--- config.mk ---
export PLATFORM = sky130hd
export DESIGN_NAME = sdram_arbiter
export DESIGN_NICKNAME = d
export VERILOG_FILES = /design/src/rtl/sdram_arbiter.sv
export SDC_FILE = /design/constraint.sdc
export NUM_CORES = 1
export LEC_CHECK = 0
export ABC_AREA = 0
export CORE_AREA = 2 2 97 99
export DETAILED_ROUTE_END_ITERATION = 10
export DIE_AREA = 0 0 99 101
export PLACE_DENSITY = 0.78
export SLEW_MARGIN = 20
export SYNTH_ARGS = -nofsm -noshare
export SYNTH_HDL_FRONTEND = slang
export SYNTH_SLANG_ARGS = --single-unit
--- constraint.sdc ---
create_clock -name clk_clk -period 4.7 [get_ports clk_clk]
set_input_delay 0.705 -clock clk_clk [delete_from_list [all_inputs] [get_ports clk_clk]]
set_output_delay 0.705 -clock clk_clk [all_outputs]
set_load 0.02 [all_outputs]
--- src/rtl/sdram_arbiter.sv ---
// sdram_arbiter: shares one Avalon-MM SDRAM controller slave between the LCD
// scan-out reader (display port "d", read-only) and the Julia compute engine
// (compute port "c", read/write). Display has fixed priority, a starvation
// counter guarantees compute progress, and a tag FIFO routes each returning
// read word to the port that issued it.
//
// Handshake: a command is accepted on a cycle where m_read|m_write is high and
// m_waitrequest is low. The granted port sees waitrequest = m_waitrequest, the
// other port sees waitrequest = 1. Once a command has been stalled, the grant
// is locked so the m_* fields stay stable until acceptance.
module sdram_arbiter #(
    parameter int ADDR_W  = 22,
    parameter int DATA_W  = 32,
    parameter int MAX_OUT = 8,
    parameter int STARVE  = 16
) (
    input  logic                clk_clk,
    input  logic                reset_reset_n,
    // display port
    input  logic [ADDR_W-1:0]   d_address,
    input  logic                d_read,
    output logic                d_waitrequest,
    output logic [DATA_W-1:0]   d_readdata,
    output logic                d_readdatavalid,
    // compute port
    input  logic [ADDR_W-1:0]   c_address,
    input  logic                c_read,
    input  logic                c_write,
    input  logic [DATA_W-1:0]   c_writedata,
    input  logic [DATA_W/8-1:0] c_byteenable,
    output logic                c_waitrequest,
    output logic [DATA_W-1:0]   c_readdata,
    output logic                c_readdatavalid,
    // SDRAM controller master side
    output logic [ADDR_W-1:0]   m_address,
    output logic                m_read,
    output logic                m_write,
    output logic [DATA_W-1:0]   m_writedata,
    output logic [DATA_W/8-1:0] m_byteenable,
    input  logic                m_waitrequest,
    input  logic [DATA_W-1:0]   m_readdata,
    input  logic                m_readdatavalid,
    // sticky error
    output logic                err_rdv
);

    localparam int PTR_W = (MAX_OUT > 1) ? $clog2(MAX_OUT) : 1;
    localparam int CNT_W = $clog2(MAX_OUT) + 1;
    localparam int SC_W  = $clog2(STARVE + 1);
    localparam logic [CNT_W-1:0] CNT_FULL = CNT_W'(MAX_OUT);
    localparam logic [SC_W-1:0]  SC_MAX   = SC_W'(STARVE);

    typedef enum logic {
        ST_IDLE   = 1'b0,
        ST_LOCKED = 1'b1
    } lock_state_t;

    typedef enum logic [1:0] {
        GNT_NONE = 2'd0,
        GNT_D    = 2'd1,
        GNT_C    = 2'd2
    } grant_t;

    lock_state_t      r_state;
    lock_state_t      w_state_nxt;
    grant_t           r_grant;
    grant_t           w_grant;
    logic [SC_W-1:0]  r_starve_cnt;
    logic [CNT_W-1:0] r_fifo_cnt;
    logic [PTR_W-1:0] r_wr_ptr;
    logic [PTR_W-1:0] r_rd_ptr;
    logic             r_tag_mem [MAX_OUT];
    logic             r_err_rdv;

    logic w_c_req;
    logic w_full;
    logic w_empty;
    logic w_d_ok;
    logic w_c_ok;
    logic w_cmd;
    logic w_accept;
    logic w_push;
    logic w_pop;
    logic w_head;

    // Request qualification: reads are held off while the tag FIFO is full,
    // writes never are. c_read with c_write is treated as a write.
    always_comb begin
        w_c_req = c_read | c_write;
        w_full  = (r_fifo_cnt == CNT_FULL);
        w_empty = (r_fifo_cnt == '0);
        w_d_ok  = d_read & ~w_full;
        w_c_ok  = c_write | (c_read & ~w_full);
    end

    // Grant selection: locked grant wins, else compute on starvation or when
    // display is idle, else display; nothing is granted while in reset.
    always_comb begin
        w_grant = GNT_NONE;
        if (!reset_reset_n) begin
            w_grant = GNT_NONE;
        end else if (r_state == ST_LOCKED) begin
            w_grant = r_grant;
        end else if (w_c_ok && (!w_d_ok || (r_starve_cnt == SC_MAX))) begin
            w_grant = GNT_C;
        end else if (w_d_ok) begin
            w_grant = GNT_D;
        end
    end

    // Master-side mux and per-port waitrequest from the current grant.
    always_comb begin
        m_address     = '0;
        m_read        = 1'b0;
        m_write       = 1'b0;
        m_writedata   = '0;
        m_byteenable  = '0;
        d_waitrequest = 1'b1;
        c_waitrequest = 1'b1;
        case (w_grant)
            GNT_D: begin
                m_address     = d_address;
                m_read        = d_read;
                m_byteenable  = '1;
                d_waitrequest = m_waitrequest;
            end
            GNT_C: begin
                m_address     = c_address;
                m_read        = c_read & ~c_write;
                m_write       = c_write;
                m_writedata   = c_writedata;
                m_byteenable  = c_byteenable;
                c_waitrequest = m_waitrequest;
            end
            default: begin
                m_address = '0;
            end
        endcase
        w_cmd    = m_read | m_write;
        w_accept = w_cmd & ~m_waitrequest;
    end

    // Lock FSM next state: a stalled command locks the grant until it is
    // accepted (or the requester withdraws it).
    always_comb begin
        w_state_nxt = r_state;
        case (r_state)
            ST_IDLE:   if (w_cmd && m_waitrequest) w_state_nxt = ST_LOCKED;
            ST_LOCKED: if (!w_cmd || !m_waitrequest) w_state_nxt = ST_IDLE;
            default:   w_state_nxt = ST_IDLE;
        endcase
    end

    // Lock state and grant registers; in LOCKED the grant simply recirculates.
    always_ff @(posedge clk_clk or negedge reset_reset_n) begin
        if (!reset_reset_n) begin
            r_state <= ST_IDLE;
            r_grant <= GNT_NONE;
        end else begin
            r_state <= w_state_nxt;
            r_grant <= w_grant;
        end
    end

    // Starvation counter: counts display accepts while compute waits.
    always_ff @(posedge clk_clk or negedge reset_reset_n) begin
        if (!reset_reset_n) begin
            r_starve_cnt <= '0;
        end else if (!w_c_req) begin
            r_starve_cnt <= '0;
        end else if (w_accept && (w_grant == GNT_C)) begin
            r_starve_cnt <= '0;
        end else if (w_accept && (w_grant == GNT_D) && (r_starve_cnt != SC_MAX)) begin
            r_starve_cnt <= r_starve_cnt + SC_W'(1);
        end
    end

    // Tag FIFO control: push the issuing port on read accept, pop on data.
    always_comb begin
        w_push = w_accept & m_read;
        w_pop  = m_readdatavalid & ~w_empty;
        w_head = r_tag_mem[r_rd_ptr];
    end

    // Tag FIFO pointers, occupancy and sticky orphan-data error.
    always_ff @(posedge clk_clk or negedge reset_reset_n) begin
        if (!reset_reset_n) begin
            r_wr_ptr   <= '0;
            r_rd_ptr   <= '0;
            r_fifo_cnt <= '0;
            r_err_rdv  <= 1'b0;
        end else begin
            if (w_push) r_wr_ptr <= r_wr_ptr + PTR_W'(1);
            if (w_pop)  r_rd_ptr <= r_rd_ptr + PTR_W'(1);
            if (w_push && !w_pop)      r_fifo_cnt <= r_fifo_cnt + CNT_W'(1);
            else if (!w_push && w_pop) r_fifo_cnt <= r_fifo_cnt - CNT_W'(1);
            if (m_readdatavalid && w_empty) r_err_rdv <= 1'b1;
        end
    end

    // Tag storage: entries are only read when the FIFO is non-empty.
    always_ff @(posedge clk_clk) begin
        if (w_push) r_tag_mem[r_wr_ptr] <= (w_grant == GNT_C);
    end

    assign d_readdata      = m_readdata;
    assign c_readdata      = m_readdata;
    assign d_readdatavalid = w_pop & ~w_head;
    assign c_readdatavalid = w_pop & w_head;
    assign err_rdv         = r_err_rdv;

endmodule

Yosys cells after proc, flatten, opt, wreduce, memory -nomap -nowiden:

Memory sizes are Yosys's and may differ from the RTL's.
Index checks and enable logic that the tools add are counted.

* bits in registers: 19
* bits in writable memories: 8
* input bits: 119
* output and inout port bits: 129
* word-level logic and storage cells: 74
* memories: 1

Memory list
* r_tag_mem: words 8, width 1, rd ports 1, clocked after Yosys merged registers in 0, write ports 1, RTL line 72 `logic r_tag_mem [MAX_OUT];`

* add/sub/neg operators: 5
* eq/ne operators: 6
* mux-type cells: 21
* bitwise operators: 17
* reductions and logical operators: 17

Operators with widths (count)
* one-hot mux 22 bit (2 select lines): 1
* 2-to-1 mux 32 bit: 1
* 2-to-1 mux 5 bit: 3
* AND 1 bit: 8
* logical AND 1 bit: 8
* 2-to-1 mux 1 bit: 8
* 2-to-1 mux 4 bit: 2
* one-hot mux 4 bit (2 select lines): 1
* adder 3 x 1 -> 3 bit, second input constant: 2
* 2-to-1 mux 2 bit: 3
* inverter 1 bit: 6
* adder 5 x 1 -> 5 bit, second input constant: 1
* == test 5 bit, second input constant: 1
* logical NOT 1 bit: 5
* inequality test 5 bit, second input constant: 1
* adder 4 x 1 -> 4 bit, second input constant: 1
* == test 4 bit, second input constant: 1
* logical NOT 4 bit: 1
* one-hot mux 1 bit (2 select lines): 2
* subtractor 4 x 1 -> 4 bit, second input constant: 1
* inequality test 3 x 1 -> 1 bit, second input constant: 1
* bitwise OR 1 bit: 3
* == test 2 x 1 -> 1 bit, second input constant: 1
* == test 2 bit, second input constant: 1
* 2 further kinds: 3

Depth between registers and ports, before layout:

* word-level depth: 18
* mapped depth: 17
* mapped depth without buffers: 16

Worst setup path before layout:

Ideal clock, no wire load.

* path type: flip-flop to flip-flop
* from: register r_fifo_cnt[1]
* to: register r_fifo_cnt[3]
* library setup time: 0.136 ns
* arrival: 3.580 ns
* required time: 4.564 ns
* path slack: 0.984 ns
* stages on the path, launching flop included: 14
* buffers on the path: 1
* clock period less this slack: 3.716 ns
* path through: dfrtp_1 or4b_4 nand3_2 nor2_2 or3_1 ha_1 clkbuf_1 a211oi_2 ha_1 inv_1 ha_1 a21o_2 a2111oi_0 o31ai_1

* cells in the longest elaborated chain, start to end: 17
* elaborated cells between the ends (all ways): 31
* those cells by class: add/sub: 2; eq/ne: 3; mux: 8; bitwise: 9; reduce/logical: 9

RTL lines
* start, declared: RTL line 69 `logic [CNT_W-1:0] r_fifo_cnt;`
* start signal, assigned: RTL line 195 `if (w_push && !w_pop) r_fifo_cnt <= r_fifo_cnt + CNT_W'(1);`
* start signal, assigned: RTL line 196 `else if (!w_push && w_pop) r_fifo_cnt <= r_fifo_cnt - CNT_W'(1);`
* == test 4 bit (*): RTL line 90 `w_full = (r_fifo_cnt == CNT_FULL);`
* inverter 1 bit (*): RTL line 92, 93
* AND 1 bit: RTL line 92 `w_d_ok = d_read & ~w_full;`
* logical NOT 1 bit: RTL line 104 `end else if (w_c_ok && (!w_d_ok || (r_starve_cnt == SC_MAX))) begin`
* logical OR 1 bit: RTL line 104
* logical AND 1 bit: RTL line 104
* 2-to-1 mux 2 bit (*): RTL line 104
* 2-to-1 mux 2 bit (*): RTL line 102 `end else if (r_state == ST_LOCKED) begin`
* [2 not listed]
* one-hot mux 1 bit (2 select lines) or 2-to-1 mux 1 bit (tied branches): RTL line 120 `case (w_grant)`
* bitwise OR 1 bit: RTL line 139 `w_cmd = m_read | m_write;`
* AND 1 bit: RTL line 140 `w_accept = w_cmd & ~m_waitrequest;`
* AND 1 bit (*): RTL line 180 `w_push = w_accept & m_read;`
* named net w_push: RTL line 82 `logic w_push;`
* logical NOT 1 bit: RTL line 196
* logical AND 1 bit: RTL line 196
* nonzero test 2 bit (no line)

The timed path passes the listed nets; every way through them passes the cells marked *. The select of a mux whose other input is x is not followed.
A chain may end at the register's enable or synchronous reset.

Worst setup path in the final report:

* from: register r_fifo_cnt[1]
* to: output port m_address[15]

* cells in the longest elaborated chain, start to end: 11
* elaborated cells between the ends (all ways): 15
* those cells by class: eq/ne: 3; mux: 5; bitwise: 4; reduce/logical: 3

RTL lines
* == test 4 bit (*): RTL line 90
* inverter 1 bit (*): RTL line 92, 93
* AND 1 bit: RTL line 92
* logical NOT 1 bit: RTL line 104
* logical OR 1 bit: RTL line 104
* logical AND 1 bit (*): RTL line 104
* 2-to-1 mux 2 bit (*): RTL line 104
* 2-to-1 mux 2 bit (*): RTL line 102
* 2-to-1 mux 2 bit (*): RTL line 100 `if (!reset_reset_n) begin`
* named net w_grant[1]: RTL line 67 `grant_t w_grant;`
* == test 2 bit or == test 2 x 1 -> 1 bit (tied branches): RTL line 120
* one-hot mux 22 bit (2 select lines) (*): RTL line 120
* end, declared: RTL line 35 `output logic [ADDR_W-1:0] m_address,`

The timed path passes the listed nets; every way through them passes the cells marked *.

==> out/metrics.cfg <==
[run_status]
status=completed

[clocking]
h-tree-depth=1
cts_setup_buffers=0
post_cts_resized=0
clockRootBuffer=clkbuf_8
clock_latency_ps=270
cts_tree=done
cts.clk_slew.worst_paths_ps=90
cts_max_path_buffers=2
cts.sinks=27
cts_buffers=3
ctsHoldBuffers=0

[synthesis]
netlist_area_sq_um=2570
synth_cells=302
synthTopCellsByArea=buf_4 19%, dfrtp_1 19%, edfxtp_1 9.4%
synth_enable_flop_cells=8
postSynthAreaPerCell_sq_um=8.51
synth_top_area_cell=buf_4
yosysUniqueCellTypes=47
synth_nets=431
synth_warnings=0
synthArstFlopShare_pct=70.4
ys_seq_area_share_pct=27.9
yosysTopAreaCellShare_pct=18.7
ys_seq_elements=27
synth_flop_cell=dfrtp_1

[place]
io_buffer_count=151
dpl.hpwl_microns=8070
dpl-instance-area_sq_um=3700
place.gp.congestion=0.798

[routing]
wirelength_microns=9530
wl_per_cell_microns=19.4
vias=2412
drtIter0Drc=83
dr.pass1.iters=4
via_per_inst=4.91
ant_nets=0
drc=0

[power_and_ir_drop]
power.switching_uw=443
p_int_uw=673
cellPowerDensity_nw_per_um2=297
p_total_mw=1.12
p_seq_share_pct=32.2
peakVddDrop_uv=157
p_comb_share_pct=55.6
p_leak_nw=1.39
pwr-share-clk_pct=12.1
sw_frac_of_total_pct=39.7

[sta]
rsz0062_at_grt=false
tns_ps=0
hold_viol=0
fmax_mhz=242
setup_viol=0
fin_crit_sh_pct=87.9
skew_ps=1.49
post-route-min-period_ps=4130
relSlewSlack_pct=60.9
drv_slew=0
worstMarginPinSlew_ps=587

[finish]
nets=510
finish.instance_area_sq_um=3750
layout-drive-gt1-share_pct=5.53
insertedDiodeCount=0
final_cell_mix=151 x clkdlybuf4s50_1, 33 x and2_1, 30 x nor2_1
final_common_cell=clkdlybuf4s50_1
synthToLayoutAreaGrowth_pct=46.1

[job]
maxCapViolCount=0

[die]
initial_utilization_pct=28.6
die_area_sq_um=10000
coreArea_sq_um=8980
ios=248
die_h_microns=101
placementRows=35
die_x_microns=99

[setup_path]
cp_slowest_cell=clkdlybuf4s50_1
cp_max_fo=70
cpPeakStageDelay_ps=640
required_ps=3990
worst_setup_path_end_kind=primary output
crit_cells=9
crit_type=reg -> out
crit_path_start_kind=register
worst_r2r_path_depth=13
crit_chain=or4b_4, nand3_2, nor2_2, nor3_1, ha_2, buf_4, a22oi_1, nor2_1, clkdlybuf4s50_1
cp_num_buf_inv=2
worstPathArrival_ps=3420
critPathTopFamily=buffers and inverters

[global_route]
antenna_found_initial=0
grt_pass1_wl_microns=14100
grt_usage_pct=18.1
grt_pass1_vias=2461
grt_overflow=0
grt_max_degree=71

[worst_hold_path]
holdPathStages=1
min_path_type=reg -> reg

[state kept, by name, summed over array words and instances (netlist names)]
register,count
err_rdv,1
r_fifo_cnt,4
r_grant,2
r_rd_ptr,3
r_starve_cnt,5
r_state,1
r_tag_mem,8
r_wr_ptr,3
[power by group through the flow]
stage / registers, mW / logic (mW) / clock network [mW]
4_1_cts: 0.360 / 0.628 / 0.137
3_3_place_gp: 0.360 / 0.601 / 0
2_1_floorplan: 0.350 / 0.437 / 0
3_5_place_dp: 0.364 / 0.623 / 0
5_1_grt: 0.370 / 0.673 / 0.146
6_report: 0.360 / 0.621 / 0.135
[logic make-up (layout without fill, tap and decap cells)]
logic type | Yosys count | in the layout | synth area share (%)
buffers and inverters | 88 | 166 | 22.4
multiplexers | 10 | 10 | 5.02
adder cells (fa/ha/maj) | 10 | 10 | 5.16
AO/OA/AOI/OAI | 47 | 47 | 13.0
AND/OR/NAND/NOR | 114 | 114 | 24.5
XOR/XNOR | 6 | 6 | 2.05
flip-flops | 27 | 27 | 27.9
[cell usage after synthesis (all sizes together), types with 3 or more instances]
library cell and n:
buf 72, and2 33, nor2 31, a22oi 22, dfrtp 19, nand2 14, clkbuf 9, ha 9
a21oi 8, edfxtp 8, inv 7, nand2b 7, mux2i 5, o21ai 5, nand3b 4, nand4 4
nor3 4, nor4b 4, xnor2 4, mux2 3, nor2b 3, nor4 3
[worst reg2reg max path, delay by kind of cell, from the launching register on]
| kind | cells | cell delay (ps) |
|---|---|---|
| fa+ha+maj | 3 | 800 |
| compound gates | 4 | 1200 |
| simple gates | 5 | 1120 |
| buf+inv | 1 | 130 |
| flops | 1 | 450 |
[area by class of cell]
type	count	area, sq um
clock buffer	3	41.3
clock inverter	1	7.51
fill	888	5230
inverter	7	26.3
multi-input combinational	187	1280
sequential	27	716
tap	111	139
timing repair buffer	155	1540
[through the flow]
stage | std cells | hold slack, ps | setup slack, ps | util [%]
2_1_floorplan | 302 | 409 | 984 | -
3_3_place_gp | 487 | 444 | 684 | 41.3
3_5_place_dp | 487 | 460 | 628 | 41.3
4_1_cts | 491 | 481 | 524 | 41.8
5_1_grt | 491 | 504 | 303 | 41.8
6_report | 491 | 475 | 571 | 41.8
[layer usage]
layer | up-vias | part of all wire, % | GRT usage [%]
met2 | 162 | 50 | 31.7
met3 | 4 | 12 | 8.18
met5 | - | 0 | 0
met4 | 0 | 0.31 | 2.00
met1 | 1120 | 38 | 21.1
li1 | 1126 | - | -
[worst paths after layout]
| kind | from | to | slack (ps) |
|---|---|---|---|
| min in group asynchronous | reset_reset_n | r_starve_cnt[0]$_DFFE_PN0P_ | 790 |
| hold reg to reg | err_rdv$_DFFE_PN0P_ | err_rdv$_DFFE_PN0P_ | 480 |
| setup / recovery | r_fifo_cnt[1]$_DFFE_PN0P_ | m_address[15] | 570 |
| setup reg to reg | r_fifo_cnt[1]$_DFFE_PN0P_ | r_fifo_cnt[3]$_DFFE_PN0P_ | 880 |
| hold / removal | err_rdv$_DFFE_PN0P_ | err_rdv$_DFFE_PN0P_ | 480 |
| max in group asynchronous | reset_reset_n | err_rdv$_DFFE_PN0P_ | 3710 |
Note: power is estimated with default switching activity, not from simulation.
